[config.mk]
export PLATFORM = sky130hd
export DESIGN_NAME = card_deck_gen
export DESIGN_NICKNAME = d
export VERILOG_FILES = /design/src/rtl/card_deck_gen.sv
export SDC_FILE = /design/constraint.sdc
export NUM_CORES = 1
export LEC_CHECK = 0
export BUFFER_PORTS_ARGS = -buffer_cell sky130_fd_sc_hd__clkbuf_2
export CORE_UTILIZATION = 55
export CTS_BUF_LIST = sky130_fd_sc_hd__clkbuf_2
export DETAILED_ROUTE_END_ITERATION = 6
export GPL_ROUTABILITY_DRIVEN = 0
export PLACE_DENSITY = 0.84
export SYNTH_ARGS = -nofsm -noshare
export SYNTH_HDL_FRONTEND = slang
export SYNTH_SLANG_ARGS = --single-unit
[constraint.sdc]
create_clock -name clk -period 3.92 [get_ports clk]
set_clock_uncertainty 0.2 [all_clocks]
set_input_delay 0.196 -clock clk [delete_from_list [all_inputs] [get_ports clk]]
set_output_delay 0.196 -clock clk [all_outputs]
set_load 0.03 [all_outputs]
[src/rtl/card_deck_gen.sv]
// card_deck_gen: pseudo-random blackjack deck source.
// A 16-bit Galois LFSR fills a DECK_SIZE-entry buffer through rejection
// sampling. Cards are then served one per draw_req with a registered pulse.
//
// state | meaning
// IDLE  | after reset, waiting for start
// FILL  | one LFSR sample per cycle, accepted samples written to the buffer
// READY | deck filled, cards served on draw_req
// EMPTY | every card drawn, waiting for a new start
//
// DECK_SIZE must be in 2..15 and 2**CNT_W must exceed DECK_SIZE.
module card_deck_gen #(
    parameter int DECK_SIZE = 12,
    parameter int CNT_W     = 4
) (
    input  logic             clk,
    input  logic             rst,
    input  logic             start,
    input  logic [15:0]      seed,
    input  logic             draw_req,
    output logic             busy,
    output logic             deck_ready,
    output logic             deck_empty,
    output logic             card_valid,
    output logic [3:0]       card_val,
    output logic             card_ace,
    output logic [CNT_W-1:0] cards_left
);

    typedef enum logic [1:0] {
        IDLE  = 2'd0,
        FILL  = 2'd1,
        READY = 2'd2,
        EMPTY = 2'd3
    } state_t;

    localparam logic [15:0]      SEED_DFLT = 16'hACE1;
    localparam logic [15:0]      LFSR_TAPS = 16'hB400;
    localparam logic [CNT_W-1:0] CNT_ONE   = CNT_W'(1);
    localparam logic [CNT_W-1:0] FILL_LAST = CNT_W'(DECK_SIZE - 1);

    state_t             state;
    logic [15:0]        lfsr;
    logic [15:0]        lfsr_next;
    logic [CNT_W-1:0]   wr_ptr;
    logic [CNT_W-1:0]   rd_ptr;
    logic [4:0]         deck_mem [DECK_SIZE];

    logic [3:0]         sample_r;
    logic [3:0]         sample_rank;
    logic               sample_ok;
    logic [4:0]         sample_card;
    logic               start_ok;
    logic               wr_en;
    logic               draw_ok;

    // Sample decode, LFSR next state and request qualification.
    always_comb begin
        sample_r    = lfsr[3:0];
        sample_ok   = (sample_r <= 4'd12);
        sample_rank = sample_r + 4'd1;
        sample_card = {(sample_rank == 4'd1),
                       (sample_rank > 4'd10) ? 4'd10 : sample_rank};
        lfsr_next   = {1'b0, lfsr[15:1]} ^ (lfsr[0] ? LFSR_TAPS : 16'h0000);
        start_ok    = start && (state != FILL);
        wr_en       = (state == FILL) && sample_ok;
        draw_ok     = (state == READY) && draw_req && !start;
    end

    // Card buffer write port; contents need no reset.
    always_ff @(posedge clk) begin
        if (wr_en) begin
            deck_mem[wr_ptr] <= sample_card;
        end
    end

    // Sequencer: start handling, fill sampling and card delivery.
    always_ff @(posedge clk or negedge rst) begin
        if (!rst) begin
            state      <= IDLE;
            lfsr       <= SEED_DFLT;
            wr_ptr     <= '0;
            rd_ptr     <= '0;
            cards_left <= '0;
            card_valid <= 1'b0;
            card_val   <= 4'd0;
            card_ace   <= 1'b0;
        end else begin
            card_valid <= 1'b0;
            if (start_ok) begin
                // start wins over a simultaneous draw_req in READY
                lfsr       <= (seed == 16'h0000) ? SEED_DFLT : seed;
                wr_ptr     <= '0;
                rd_ptr     <= '0;
                cards_left <= '0;
                state      <= FILL;
            end else begin
                case (state)
                    FILL: begin
                        // the LFSR steps every fill cycle, rejected or not
                        lfsr <= lfsr_next;
                        if (wr_en) begin
                            wr_ptr     <= wr_ptr + CNT_ONE;
                            cards_left <= cards_left + CNT_ONE;
                            if (cards_left == FILL_LAST) begin
                                state <= READY;
                            end
                        end
                    end
                    READY: begin
                        if (draw_ok) begin
                            card_valid <= 1'b1;
                            card_val   <= deck_mem[rd_ptr][3:0];
                            card_ace   <= deck_mem[rd_ptr][4];
                            rd_ptr     <= rd_ptr + CNT_ONE;
                            cards_left <= cards_left - CNT_ONE;
                            if (cards_left == CNT_ONE) begin
                                state <= EMPTY;
                            end
                        end
                    end
                    default: begin
                        state <= state;
                    end
                endcase
            end
        end
    end

    // Status flags decode straight from the state register.
    always_comb begin
        busy       = (state == FILL);
        deck_ready = (state == READY);
        deck_empty = (state == EMPTY);
    end

endmodule

==> impl_results.md <==
* Buf+Inv Stages, Crit Path at 3
* Num rows at 31
* CTS Buf Count at 9
* R2R depth at 6
* Min cycle time layout at about 2700 ps
* Cell variety after synth at between 40 and 50
* Seq/Total Area, Yosys at a little over three fifths
* Number of antenna diodes at 0
* #FFs+latches synth at 96
* Syn Std Cell Area at about 4300 sq um
* CP Capture Type: register
* Crit path launch: seed[8]
* Cts hold-fix bufs at 26
* Root Driver: clkbuf_2
* Startpoint types: input port
* First-pass GRT wire length at 13460 um
* Slowest cell on crit path: o41ai_4
* Slew HR at between 20% and 30%
* Final Max Tran Viols at 0
* Worst endpoint required time at 4190 ps
* Crit path DAT at between 2000 and 3000 ps
* P per Cell Area at between 600 and 700 nW/um^2
* Fillers at approximately 490
* Top cells by instance count after synthesis: 60 x edfxtp_1, 31 x nand2_1, 28 x dfrtp_1
* Multi-input gate area at between 1000 and 1500 sq um
* WL final at 8372 um
* Post-synth EDFFs at 60
* Die ar. at around 8200 sq um
* Worst Path Max Fanout at 8
* Mapped Nets at around 350
* Max Clk Rate at 376.3 MHz
* Pleak at around 1.9 nW
* Final period util at between 60 and 70%
* Mean Syn Cell Area at 13.64 sq um
* Synth Flop Type: edfxtp_1
* DR vias at ~2700
* Worst slew pin tran at 1076 ps
* Clock Pin Slew Worst Setup and Hold Paths at between 200 and 300 ps
* Fin nets at a little over 400
* Crit Path Class: input port to register
* Largest net degree at the start of global routing at between 40 and 50
* Synth top area cells: edfxtp_1 42%, dfrtp_1 16%, mux4_2 7.3%
* TritonRoute pass-1 iters at 5
* Clock tree from TritonCTS: done
* Syn. warnings at 0
* Top cell type's share of synthesized area at 41.68%
* Antenna violations before repair at 0
* Mapped Cells at around 320
* Post-route setup slack at ~1300 ps
* Hold Path Class: input port to async pin
* Ports at 33
* Antenna viol nets, final at 0
* Clock sinks at 96
* Critical path's largest stage delay at 590 ps
* Initial DRC Count at between 150 and 200
* Worst skew pair latency at between 500 and 600 ps
* Critical-path cell list: dlygate4sd3_1 -> clkbuf_2 -> or4_4 -> o41ai_4 -> o22ai_1 -> dlygate4sd3_1 -> o21ai_1
* Dominant cell type by count on the critical path: dlygate4sd3_1
* Initial core utilization at roughly three fifths
* Most common cell in the netlist: edfxtp_1
* Post-synth ARST share at a little under two fifths
* DRC at 0
* Worst flop-to-flop path startpoint: state[1]
* Die Width at approximately 91 um
* Reg area at roughly 2700 sq um
* Area leader, netlist: edfxtp_1
* Detailed Place HPWL at between 5000 and 6000 um
* Outcome: complete, no violations
* Hold Worst Slack at ~90 ps
* Non-Filler Instances at roughly 480
* RSZ-0062 raised after global routing: no
* Die height at just over 90 um
* DR WL/cell at 17.51 um
* Max Buffers Root-to-Sink at 2
* All-layer global routing usage at 21.83%
* Layout cells sized above 1 at around a fifth
* Setup slack after placement at around 1400 ps
* Setup bufs post-CTS at 0
* GRT overflow at 0
* Reg2Reg Capture Point: deck_mem[3][2]
* Delay-heaviest family, CP: buffers and inverters
* Worst vdd ir at ~0.32 mV
* H-tree Lvls at 3
* Area Growth Syn to Fin at 14.62%
* Vias in the first global route at around 2800
* Final setup viols at 0
* CORE AREA at 7408 sq um
* Final TNS setup at 0 ps
* Via density at roughly 5.7
* Number of max-cap violations at 0
* Final Hold Viols at 0
* Reg2reg setup slack at 1370 ps
* Cells after DPL at 436
* I/O Buffers at 32
* Cts repair resizes at 0
-- power by group --
part           total, mW  switching [mW]  internal (mW)
Combinational       1.24           0.756          0.480
Sequential          1.68           0.205           1.47
Clock              0.516           0.310          0.207
Total               3.43            1.27           2.16
-- worst register-to-register path: cells and delay by family, from the launching register on --
kind / cells / cell delay (ps)
fa+ha+maj: 1 / 190
buf+inv: 2 / 450
flops: 1 / 460
simple gates: 3 / 960
-- per-stage QoR --
step                      util, %  cell area (sq um)  total power [mW]
after floorplan                 -               4323             2.521
after CTS                   66.88               4955             3.432
after global placement      61.61               4564             2.798
after detailed placement    61.61               4564             2.876
after global routing        66.88               4955             3.647
final                       66.88               4955             3.430
-- area by class of cell --
class	instances	share of cell area [%]
flip-flops and latches	96	54.75
multi-input cells	191	30.13
repair buffers	60	8.788
well taps	99	2.500
clock inverters	7	1.717
inverters	16	1.212
clock buffers	9	0.9091
-- how the worst max path moves through the flow --
stage                          end  slack, ps  cells after the start
CTS                    card_val[1]       1360                      4
finish                    lfsr[10]       1260                      7
detailed placement     card_val[1]       1400                      4
floorplan            cards_left[2]       1680                      7
global route        deck_mem[1][4]       1170                      6
global placement       card_val[1]       1470                      4
-- cells by family (layout without fill, tap and decap cells) --
group / Yosys count / count (layout) / synth area share (%)
simple gates: 81 / 81 / 9.840
buf+inv: 30 / 92 / 2.721
fa+ha+maj: 14 / 14 / 4.052
compound gates: 63 / 63 / 9.175
xor+xnor: 8 / 8 / 1.621
flops: 96 / 96 / 62.75
mux: 25 / 25 / 9.841
-- per-layer routing --
layer	share of wire (%)	GRT usage (%)	wire length, um
met2	52	37.18	4391
met5	0	0	0
met1	42	27.25	3526
met3	4.4	3.704	371
met4	0.98	10.08	82
-- registers in the layout (all words and copies together) (netlist names) --
signal,flops
rd_ptr,4
card_valid,1
card_ace,1
lfsr,16
cards_left,4
wr_ptr,4
card_val,4
deck_mem,60
state,2
-- cell usage in the layout, fill, tap and decap left out, drive strengths merged, types with 2 or more instances in the layout --
cell type and n:
edfxtp 60, or4 4, bufinv 2, nand3b 2, nor2 9, a21oi 6
xor2 4, nor3 3, mux4 14, o22ai 9, a211oi 4, ha 14
o31ai 2, buf 2, dlygate4sd3 26, nand2 31, inv 16, o21ai 33
mux2i 11, and2 12, nor3b 3, xnor2 4, clkbuf 41, dfrtp 28
or3 2, nor2b 5, clkinv 5, dfstp 8, nand3 5, nand4 2
Note: power is estimated with default switching activity, not from simulation.
